==> src/rtl/cnt_seg_pkg.sv <==
// Shared constants for the two-digit counter display: scan states, select
// patterns and the digit-to-segment table (active-low {dp,g,f,e,d,c,b,a}).
package cnt_seg_pkg;

  typedef enum logic [1:0] {
    S_BLANK = 2'd0,
    S_UNITS = 2'd1,
    S_TENS  = 2'd2
  } state_t;

  localparam logic [7:0] SEG_BLANK  = 8'hFF;
  localparam logic [1:0] SEL_NONE   = 2'b11;
  localparam logic [1:0] SEL_UNITS  = 2'b10;
  localparam logic [1:0] SEL_TENS   = 2'b01;
  // Any out-of-range digit decodes to blank; used to blank a leading zero.
  localparam logic [3:0] DIGIT_NONE = 4'hF;

  function automatic logic [7:0] seg_code(input logic [3:0] digit);
    case (digit)
      4'd0:    seg_code = 8'hC0;
      4'd1:    seg_code = 8'hF9;
      4'd2:    seg_code = 8'hA4;
      4'd3:    seg_code = 8'hB0;
      4'd4:    seg_code = 8'h99;
      4'd5:    seg_code = 8'h92;
      4'd6:    seg_code = 8'h82;
      4'd7:    seg_code = 8'hF8;
      4'd8:    seg_code = 8'h80;
      4'd9:    seg_code = 8'h90;
      default: seg_code = SEG_BLANK;
    endcase
  endfunction

endpackage

==> src/rtl/cnt_seg_driver_decode.sv <==
// Combinational digit-to-segment lookup; digits above 9 decode to blank.
module seg7_decode
  import cnt_seg_pkg::*;
(
  input  logic [3:0] digit,
  output logic [7:0] seg
);

  assign seg = seg_code(digit);

endmodule

==> src/rtl/cnt_seg_driver.sv <==
// Two-digit multiplexed display driver for a 4-bit counter, plus a
// registered one-cycle pulse when the upstream counter wraps 15 -> 0.
module cnt_seg_driver
  import cnt_seg_pkg::*;
#(
  parameter int SCAN_DIV = 50000
) (
  input  logic       clk,
  input  logic       rst,
  input  logic [3:0] pi_cnt,
  output logic [7:0] po_seg,
  output logic [1:0] po_sel,
  output logic       po_wrap
);

  localparam int                DIV_W    = $clog2(SCAN_DIV);
  localparam logic [DIV_W-1:0] DIV_LAST = DIV_W'(SCAN_DIV - 1);

  logic [DIV_W-1:0] div_cnt;
  logic             tick;
  state_t           state, next_state;
  logic [3:0]       snap;
  logic [3:0]       prev;
  logic             enter_units;
  logic [3:0]       digit_src;
  logic             tens;
  logic [3:0]       units;
  logic [3:0]       dec_digit;
  logic [7:0]       dec_seg;
  logic [1:0]       sel_next;

  assign tick = (div_cnt == DIV_LAST);

  always_ff @(posedge clk) begin
    if (rst)       div_cnt <= '0;
    else if (tick) div_cnt <= '0;
    else           div_cnt <= div_cnt + 1'b1;
  end

  always_ff @(posedge clk) begin
    if (rst) state <= S_BLANK;
    else     state <= next_state;
  end

  always_comb begin
    next_state = state;
    if (tick) begin
      case (state)
        S_BLANK: next_state = S_UNITS;
        S_UNITS: next_state = S_TENS;
        S_TENS:  next_state = S_UNITS;
        default: next_state = S_BLANK;
      endcase
    end
  end

  // The snapshot is taken on the edge entering S_UNITS; that same edge must
  // already display the new value, so the digit source bypasses the register.
  assign enter_units = (state != S_UNITS) && (next_state == S_UNITS);
  assign digit_src   = enter_units ? pi_cnt : snap;
  assign tens        = (digit_src >= 4'd10);
  assign units       = tens ? (digit_src - 4'd10) : digit_src;

  always_ff @(posedge clk) begin
    if (rst)              snap <= 4'd0;
    else if (enter_units) snap <= pi_cnt;
  end

  always_comb begin
    dec_digit = DIGIT_NONE;
    sel_next  = SEL_NONE;
    case (next_state)
      S_UNITS: begin
        dec_digit = units;
        sel_next  = SEL_UNITS;
      end
      S_TENS: begin
        dec_digit = tens ? 4'd1 : DIGIT_NONE;
        sel_next  = SEL_TENS;
      end
      default: begin
        dec_digit = DIGIT_NONE;
        sel_next  = SEL_NONE;
      end
    endcase
  end

  seg7_decode u_decode (
    .digit (dec_digit),
    .seg   (dec_seg)
  );

  always_ff @(posedge clk) begin
    if (rst) begin
      po_seg <= SEG_BLANK;
      po_sel <= SEL_NONE;
    end else begin
      po_seg <= dec_seg;
      po_sel <= sel_next;
    end
  end

  // Wrap detect runs every cycle, independent of the scan.
  always_ff @(posedge clk) begin
    if (rst) begin
      prev    <= 4'd0;
      po_wrap <= 1'b0;
    end else begin
      prev    <= pi_cnt;
      po_wrap <= (pi_cnt == 4'd0) && (prev == 4'd15);
    end
  end

endmodule

==> config.mk <==
export PLATFORM = sky130hd
export DESIGN_NAME = cnt_seg_driver
export DESIGN_NICKNAME = d
export VERILOG_FILES = /design/src/rtl/cnt_seg_pkg.sv /design/src/rtl/cnt_seg_driver_decode.sv /design/src/rtl/cnt_seg_driver.sv
export SDC_FILE = /design/constraint.sdc
export NUM_CORES = 1
export LEC_CHECK = 0
export CORE_UTILIZATION = 40
export CTS_BUF_LIST = sky130_fd_sc_hd__clkbuf_16
export CTS_CLUSTER_DIAMETER = 50
export DETAILED_ROUTE_END_ITERATION = 8
export GPL_ROUTABILITY_DRIVEN = 0
export SYNTH_ARGS = -nofsm -noshare
export SYNTH_HDL_FRONTEND = slang
export SYNTH_SLANG_ARGS = --single-unit
==> constraint.sdc <==
create_clock -name clk -period 3.32 [get_ports clk]
set_input_delay 0.664 -clock clk [delete_from_list [all_inputs] [get_ports clk]]
set_output_delay 0.664 -clock clk [all_outputs]
set_load 0.1 [all_outputs]
* Word-level counts from Yosys, hierarchy flattened
Memories as Yosys holds them, arrays and structs flattened. A register that Yosys moved wholly into a read port is not among the register bits.
Index checks and enable logic that the tools add are counted.
** Storage, ports and cells
- Register bits after elaboration :: 37
- Latch bits :: 0
- RAM bits :: 0
- Memory bits (read-only) :: 112
- Input port bits :: 6
- Output and inout port bits :: 11
- Word-level logic and storage cells :: 31
- Memories :: 1
** Memories
- (name not given) :: depth 16, width 7, rd ports 1, clocked after memory_dff 1, write ports 0, line cnt_seg_pkg.sv:19 : case (digit)
** Operators by class
- $add $sub $neg :: 2
- Multiply operators :: 0
- Div/mod/pow operators :: 0
- Order comparisons :: 1
- Equal/unequal tests :: 7
- Shift operators :: 0
- Multiplexer cells :: 7
- Bitwise gates (word level) :: 0
- Reductions and logical operators :: 6
** Operators with widths (number)
- $add A16 B1 Y16 const B :: 1
- $eq A16 B16 Y1 const B :: 1
- $mux W4 :: 3
- $pmux W2 S2 :: 2
- $pmux W4 S2 :: 1
- $eq A2 B1 Y1 const B :: 2
- $eq A2 B2 Y1 const B :: 2
- $eq A4 B4 Y1 const B :: 1
- $ge A4 B4 Y1 const B :: 1
- $logic_not A4 Y1 :: 1
- $reduce_or A2 Y1 :: 2
- $sub A4 B4 Y4 const B :: 1
- $logic_and A1 B1 Y1 :: 2
- $logic_not A2 Y1 :: 1
- $mux W2 :: 1
- $ne A2 B1 Y1 const B :: 1

* Longest topological paths before layout
Gate-level depths: netlist of run 1.
- Depth in word-level cells :: 10
- Mapped depth :: 17
- Gate-level depth less buffers :: 16

* Modules after synthesis
From an unflattened synthesis of run 1, not the netlist that was laid out.
** Unflattened totals
- Cell total of the unflattened synthesis :: 202
- Area, all modules :: 1813.0 sq um
** By module, submodules not included
- cnt_seg_driver :: times used 1, cells each 167, area an instance 1591.5 sq um
- seg7_decode :: times used 1, cells each 35, area an instance 221.5 sq um

* Least setup slack after synthesis of run 1
Ideal clock, no wire load.
- Path type :: register to register
- Start :: reg div_cnt[0]
- End :: reg po_seg[3]
- Library setup time :: 0.133 ns
- Arrival time :: 3.011 ns
- Data required time :: 3.187 ns
- Slack :: 0.177 ns
- Cell stages (with the launch flop) :: 16
- Buffers on the path :: 1
- Period minus slack after synthesis :: 3.143 ns
- Cell sequence :: dfxtp_1 > ha_1 > nand3_1 > nor4_1 > nand4_1 > mux2i_1 > ha_1 > buf_4 > inv_2 > nor4_4 > nor3b_2 > or3_1 > ha_1 > inv_1 > o32a_1 > o21ai_1
** On the way
- Word-level cells in the longest chain between the ends :: 8
- Elaborated cells between the ends (all ways) :: 11
** RTL lines
- start, declared :: line cnt_seg_driver.sv:19 : logic [DIV_W-1:0] div_cnt;
- start signal, assigned :: line cnt_seg_driver.sv:37 : else div_cnt <= div_cnt + 1'b1;
- $eq A16 B16 Y1 * :: line cnt_seg_driver.sv:32 : assign tick = (div_cnt == DIV_LAST);
- $mux W2 * :: line cnt_seg_driver.sv:47 : if (tick) begin
- $eq A2 B1 Y1 :: line cnt_seg_driver.sv:59, cnt_seg_driver.sv:72
- $logic_and A1 B1 Y1 :: line cnt_seg_driver.sv:59 : assign enter_units = (state != S_UNITS) && (next_state == S_UNITS);
- $mux W4
- $sub A4 B4 Y4 / $ge A4 B4 Y1 (equally long branches) :: line cnt_seg_driver.sv:62, cnt_seg_driver.sv:61
- $mux W4 (on tied branches) :: line cnt_seg_driver.sv:62, cnt_seg_driver.sv:78
- $pmux W4 S2 * :: line cnt_seg_driver.sv:72 : case (next_state)
- end, declared :: line cnt_seg_driver.sv:11 : output logic [7:0] po_seg,
Every way passes the cells marked *; elsewhere a longest branch is shown, timed or not.
A chain may end at the register's enable or synchronous reset.

* Final worst setup path of run 1
Ends and elaborated chain as after synthesis.

==> summary.md, run 1 <==
| Metric | Value |
|---|---|
| Vias in the first global route | `about 1200` |
| Synth Area in XOR/XNOR | `roughly 7.5%` |
| CTS tree | `done` |
| Via count | `between 1000 and 1500` |
| Drt drc | `0` |
| FFs w/ async S/R, synth | `0%` |
| Syn avg cell area | `8.853 sq um` |
| Relative slew slack | `~36%` |
| Critical path endpoint category | `flip-flop` |
| Synth Cell Area | `roughly 1800 sq um` |
| M2 GR Usage | `between 20% and 30%` |
| Tot Pwr | `between 0.9 and 1 mW` |
| Clock buffer depth | `2` |
| Crit Path Class | `reg -> reg` |
| Io pins | `17` |
| Compound-Gate Fraction of Synth Area | `10.28%` |
| Run status | `finished, final reports clean` |
| Finished layout cell area | `~2100 sq um` |
| Placed cell count | `263` |
| Starting Density | `42.60%` |
| Met3 usage | `4.000%` |
| Clk sinks | `36` |
| Final #Nets | `roughly 240` |
| Endpoints failing hold | `0` |
| Core area | `approximately 4000 sq um` |
| Core Util, Final | `51.93%` |
| Placement Cell Area | `between 1500 and 2000 sq um` |
| Syn-to-layout area delta | `21.91%` |
| Post-synth cell types | `46` |
| Slew @ Worst Pin | `between 0.9 and 1 ns` |
| Most frequent cells in the layout | `36 x dfxtp_1, 28 x nor2_1, 20 x nand2_1` |
| Post-Synthesis Cells | `198` |
| CTS clk-pin slew, worst paths | `roughly 0.05 ns` |
| # H-tree levels | `2` |
| Number of diodes | `0` |
| Buffers on Ports | `15` |
| Combinational family with the most area after synthesis | `simple AND/OR/NAND/NOR gates` |
| Met1 usage | `between 20 and 25%` |
| Register area share after synthesis | `about two fifths` |
| Simple-gate share of the synthesized area | `27.55%` |
| Hold_buf cts | `0` |
| Post-Synth Adder-Cell Area | `roughly 5.7%` |
| Share of cells above drive strength 1 | `between 15 and 20%` |
| Die height | `slightly below 70 um` |
| GRT Total Usage | `around 16%` |
| Global route total overflow | `0` |
| Synth Flop Type | `dfxtp_1` |
| Leading cell type in the layout, fill and taps excluded | `dfxtp_1` |
| Final Setup Violations | `0` |
| First-pass GRT wire length | `roughly 5300 um` |
| Fill cells | `about 400` |
| Worst Hold Class | `reg -> reg` |
| Die Area | `between 4000 and 5000 sq um` |
| Setup crit start kind | `flip-flop` |
| Worst hold slack | `between 0.4 and 0.5 ns` |
| Syn_nets | `about 210` |
| Remaining antenna violation count | `0` |
| Setup Total Neg Slack | `0 ns` |
| Max-cap violations | `0` |
| Fin crit share | `between 90% and 100%` |
| HPWL after DPL | `2339 um` |
| VDD IR-drop max | `between 0.2 and 0.3 mV` |
| Die X-Extent | `roughly 68 um` |
| Post-synth EDFFs | `0` |
| FP Rows | `23` |
| Synth Warn # | `0` |
| WL/cell | `11.70 um` |
| Flop and latch count out of synthesis | `36` |
| Post-synthesis mux area share | `around 2.1%` |
| Root Driver | `clkbuf_16` |
| Grt peak-use layer | `met2` |
| Routed wire length | `approximately 3200 um` |
| WP data required | `3.47 ns` |
| Worst skew pair latency | `roughly 0.27 ns` |
| Fin cells | `between 200 and 300` |
| CTS Buf Count | `5` |
| Largest net degree at the start of global routing | `17` |
| Initial antenna violation count | `0` |
| Final WS setup | `~0.22 ns` |
| Routed vias/inst | `roughly 5.0` |
| Worst Path Max Fanout | `4` |
| Crit path DAT | `3.25 ns` |
| Max Fclk | `between 0.3 and 0.4 GHz` |
| Pleak | `around 0.82 nW` |
| Post-Place Setup Slack | `0.06857 ns` |
| 1st-iter DRT viols | `64` |
| Tmin final | `3.102 ns` |
| Pins Over Slew Limit | `0` |
| Pwr per Cell Area | `roughly 430 nW/um^2` |
| Final Skew | `~0.0024 ns` |
| DRT Pass-1 Iters | `4` |
## report_power, final
group | internal (mW) | switching (mW) | leakage (nW)
sequential | 0.438 | 0.00289 | 0.292
clock | 0.276 | 0.169 | 0.0736
combinational | 0.0122 | 0.0204 | 0.451
total | 0.726 | 0.192 | 0.817
## path summary, 6_finish.rpt
check	start	to	slack, ns	depth (start not counted)
max reg2reg	div_cnt[0]	po_seg[3]	0.22	14
min	prev[0]	po_wrap	0.42	2
max	div_cnt[0]	po_seg[3]	0.22	14
min reg2reg	prev[0]	po_wrap	0.42	2
## what timing repair did
action / in CTS / in global routing
endpoints found under the hold margin: 0 / 0
endpoints found under the setup margin: 0 / 7
buffers inserted: 0 / 1
gates resized for setup: 0 / 6
## state kept, by name (all words and copies together) (netlist names)
name / cells
div_cnt: 16
po_seg: 7
po_sel: 2
po_wrap: 1
prev: 4
snap: 4
state: 2
## synth_stat cells (all sizes together) (2+ instances only)
master | instances | area, sq um
a211oi | 2 | 15.01
a21oi | 6 | 30.03
and2 | 3 | 21.27
and4b | 2 | 22.52
buf | 5 | 45.04
dfxtp | 36 | 720.7
ha | 8 | 100.1
inv | 13 | 48.79
mux2 | 2 | 26.27
nand2 | 20 | 75.07
nand2b | 6 | 37.54
nand3 | 6 | 30.03
nand4 | 6 | 43.79
nor2 | 28 | 105.1
nor2b | 3 | 18.77
nor3 | 7 | 45.04
nor4 | 2 | 27.53
o21ai | 8 | 43.79
o22ai | 2 | 12.51
o32a | 2 | 20.02
or3 | 2 | 12.51
xnor2 | 7 | 61.31
xor2 | 8 | 70.07
## kinds of logic after synthesis
group / Yosys count
AND/OR/NAND/NOR: 90
flip-flops: 36
AO/OA/AOI/OAI: 26
buffers and inverters: 19
XOR/XNOR: 15
adder cells (fa/ha/maj): 8
multiplexers: 3
other: 1
## area by class of cell
type                       instances  area (sq um)  share of cell area (%)
multi-input combinational        143         960.9                   44.96
sequential                        36         720.7                   33.72
timing repair buffer              22         200.2                   9.368
clock buffer                       5         125.1                   5.855
tap                               50         62.56                   2.927
inverter                          13         48.80                   2.283
clock inverter                     3         18.77                  0.8782
## per-layer routing
metal / up-vias / wire [um]
met4: 0 / 63
li1: 708 / -
met2: 31 / 1311
met1: 618 / 1693
met5: - / 0
met3: 4 / 114
## worst max-delay path, cell delays in order (launching register included)
cell and delay (ns):
dfxtp_1 0.35, ha_2 0.21, nand3_1 0.13, nor4_2 0.15, nand4_1 0.23, mux2i_2 0.30
ha_2 0.26, inv_2 0.07, nor4_4 0.29, nor3b_4 0.10, or3_4 0.35, ha_1 0.29
inv_1 0.06, o32a_1 0.13, o21ai_1 0.05
Power figures use the tool's default switching activity.
==> run 2: changes to the inputs <==
--- a/config.mk
+++ b/config.mk
@@ -5,11 +5,13 @@
 export SDC_FILE = /design/constraint.sdc
 export NUM_CORES = 1
 export LEC_CHECK = 0
-export CORE_UTILIZATION = 40
+export CORE_UTILIZATION = 32
 export CTS_BUF_LIST = sky130_fd_sc_hd__clkbuf_16
 export CTS_CLUSTER_DIAMETER = 50
 export DETAILED_ROUTE_END_ITERATION = 8
 export GPL_ROUTABILITY_DRIVEN = 0
+export PLACE_DENSITY = 0.53
 export SYNTH_ARGS = -nofsm -noshare
 export SYNTH_HDL_FRONTEND = slang
+export SYNTH_HIERARCHICAL = 1
 export SYNTH_SLANG_ARGS = --single-unit
==> run 2 against run 1 <==
Net effect:
- worst hold slack better by 0.0031 ns
- worst setup slack lost 0.031 ns
- combinational power grew 36%
- clock-buffer cell count did not move
- design area increased by 11%
- sequential share of layout area down 2.5 points
- cell count up 15%
- wire length is 11% higher
- synthesized cell count grew 2.0%
- utilization down 8.6 points
- die area up 28%
- critical path depth did not move
==> summary.md, run 2 <==
| Metric | Value |
|---|---|
| Remaining antenna violation count | `0` |
| Reg2reg end | `po_seg[1]` |
| Worst Path Max Fanout | `7` |
| Tmin final | `~3.1 ns` |
| WL/cell | `between 10 and 15 um` |
| Final WS setup | `approximately 0.19 ns` |
| Worst Hold Class | `reg -> reg` |
| First-pass GRT wire length | `around 6100 um` |
| Max-cap violations | `0` |
| Post-synth cell types | `40` |
| Biggest regs | `div_cnt x16, po_seg x8` |
| DRT Pass-1 Iters | `4` |
| Slew @ Worst Pin | `0.9618 ns` |
| Synth area leader | `dfxtp_1` |
| Syn-to-layout area delta | `30.78%` |
| Final #Nets | `256` |
| Synth Flop Type | `dfxtp_1` |
| Pins Over Slew Limit | `0` |
| GRT Total Usage | `a little over an eighth` |
| Max Fclk | `0.3191 GHz` |
| Post-synth EDFFs | `0` |
| Hold Path Origin | `prev[0]` |
| Endpoints failing hold | `0` |
| Register area share after synthesis | `between 40% and 50%` |
| Number of diodes | `0` |
| Syn avg cell area | `between 8 and 9 sq um` |
| Routed wire length | `3522 um` |
| Crit path launch | `div_cnt[4]` |
| Pleak | `around 0.91 nW` |
| Flop and latch count out of synthesis | `37` |
| Worst skew pair latency | `0.27 ns` |
| Global route total overflow | `0` |
| Critical path buffer and inverter count | `3` |
| Post-Synthesis Cells | `slightly above 200` |
| Synth Cell Area | `roughly 1800 sq um` |
| Via count | `between 1000 and 1500` |
| FP Rows | `27` |
| Family with the most delay on the worst path | `simple AND/OR/NAND/NOR gates` |
| Syn_nets | `about 220` |
| Largest net degree at the start of global routing | `21` |
| Setup crit start kind | `flip-flop` |
| # H-tree levels | `2` |
| Initial antenna violation count | `0` |
| Routed vias/inst | `4.511` |
| Fin crit share | `a little over nine tenths` |
| Path depth of the worst reg2reg path | `14` |
| Vias in the first global route | `about 1400` |
| Starting Density | `approximately 33%` |
| Clk sinks | `37` |
| CTS tree | `done` |
| Most frequent cells in the layout | `37 x dfxtp_1, 28 x nor2_1, 26 x buf_4` |
| Post-Place Setup Slack | `about 0.042 ns` |
| Final Setup Violations | `0` |
| FFs w/ async S/R, synth | `0%` |
| Run status | `finished, final reports clean` |
| Top cells by area, synth | `dfxtp_1 41%, ha_1 6.9%, nor2_1 5.8%` |
| Core area | `5473 sq um` |
| Io pins | `17` |
| WP data required | `3.48 ns` |
| Hold EP | `po_wrap` |
| Slowest stage delay, CP | `0.35 ns` |
| Crit-path cells | `nor4b_2 -> nand4_4 -> xor2_2 -> inv_1 -> ha_4 -> nand2_2 -> buf_4 -> a211o_1 -> a311o_1 -> inv_2 -> ha_1 -> o21ai_0 -> o21ai_0 -> or2_2` |
| Most frequent CP cell | `o21ai_0` |
| FF-to-FF setup slack | `0.19 ns` |
| VDD IR-drop max | `between 0.15 and 0.2 mV` |
| Die X-Extent | `77.27 um` |
| CTS Buf Count | `5` |
| Fill cells | `around 550` |
| Die height | `77.27 um` |
| Final Skew | `0.004723 ns` |
| Most frequent cells after synthesis | `37 x dfxtp_1, 28 x nor2_1, 12 x inv_1, 12 x o21ai_0, 12 x xnor2_1` |
| Critical path endpoint category | `flip-flop` |
| Tot Pwr | `about 0.94 mW` |
| Drt drc | `0` |
| Die Area | `about 6000 sq um` |
| 1st-iter DRT viols | `54` |
| Root Driver | `clkbuf_16` |
| Worst r2r src | `div_cnt[4]` |
| Most flops, register | `div_cnt` |
| HPWL after DPL | `~2600 um` |
| Critical Path Slowest Stage Cell | `nor4b_2` |
| Number of flip-flops in the largest register | `16` |
| CTS clk-pin slew, worst paths | `0.06 ns` |
| Setup Total Neg Slack | `0 ns` |
| Buffers on Ports | `16` |
| Synth Warn # | `6` |
| Most common cell in the netlist | `dfxtp_1` |
| Leading cell type in the layout, fill and taps excluded | `dfxtp_1` |
| Yosys top cell area share | `~40%` |
| Crit path DAT | `3.29 ns` |
| Crit Path Class | `reg -> reg` |
| Pwr per Cell Area | `396.5 nW/um^2` |
| Relative slew slack | `between 30 and 40%` |
| Min-Delay Path Depth | `2` |
| Share of cells above drive strength 1 | `25.73%` |
| Clock buffer depth | `2` |
run 2: cell count changes in the layout (fill, tap and decap cells not counted), sizes merged, moves of 3 or more:
cell   delta
xnor2     +5
xor2      -5
nor2b     +3
nand2    -10
buf      +18
nor4      +4
or2       +8
and2      -3
o21ai     +4
nor3      -3
run 2: cells by family after synthesis:
group | share of synthesized area [%]
flops | 40.86
simple gates | 29.54
buf+inv | 4.900
other cells | 0.2068
xor+xnor | 7.247
compound gates | 8.627
mux | 1.725
fa+ha+maj | 6.901
run 2: repair_timing:
| item | 4_1_cts | 5_1_grt |
|---|---|---|
| resized for setup | 0 | 8 |
| buffers inserted | 0 | 1 |
| setup endpoints to repair | 0 | 7 |
| hold buffers | 0 | 0 |
run 2: metrics by stage:
step                      util (%)  instance area [sq um]  instances  hold WS (ns)
after floorplan                  -                   1834        202        0.3997
after global placement       39.99                   2188        304        0.4094
after detailed placement     39.99                   2188        304        0.4103
after CTS                    42.52                   2327        312        0.4223
after global routing         43.32                   2371        313        0.4468
final                        43.32                   2371        313        0.4194
run 2: where the power goes:
part	internal (mW)	total, mW	switching [mW]
combinational	0.0191	0.0443	0.0252
clock	0.272	0.443	0.171
sequential	0.450	0.453	0.00218
run 2: how the worst max path moves through the flow:
| stage | endpoint | slack, ns | depth (start not counted) |
|---|---|---|---|
| after floorplan | po_seg[0] | 0.005 | 15 |
| after global placement | po_seg[3] | 0.06 | 13 |
| after detailed placement | po_seg[3] | 0.04 | 14 |
| after CTS | po_seg[3] | 0.03 | 14 |
| after global routing | po_seg[1] | -0.02 | 15 |
| final | po_seg[1] | 0.19 | 14 |
run 2: cell type report:
class	count	area [sq um]	area share (%)
clock buffer	5	125.1	5.277
clock inverter	3	13.76	0.5805
sequential	37	740.7	31.24
inverter	12	45.04	1.900
timing repair buffer	38	315.3	13.30
multi-input combinational	146	1041	43.91
tap	72	90.09	3.799
run 2: tightest hold or removal path, delay by kind of cell (launching register included):
family | cells | cell delay [ns]
flops | 1 | 0.29
simple gates | 2 | 0.08
run 2: per-layer routing:
layer	up-vias	routed length (um)	GRT usage [%]
met5	-	0	0
met4	0	76	6.038
met3	6	65	3.571
met2	10	1684	21.68
met1	646	1696	15.93
li1	750	-	-
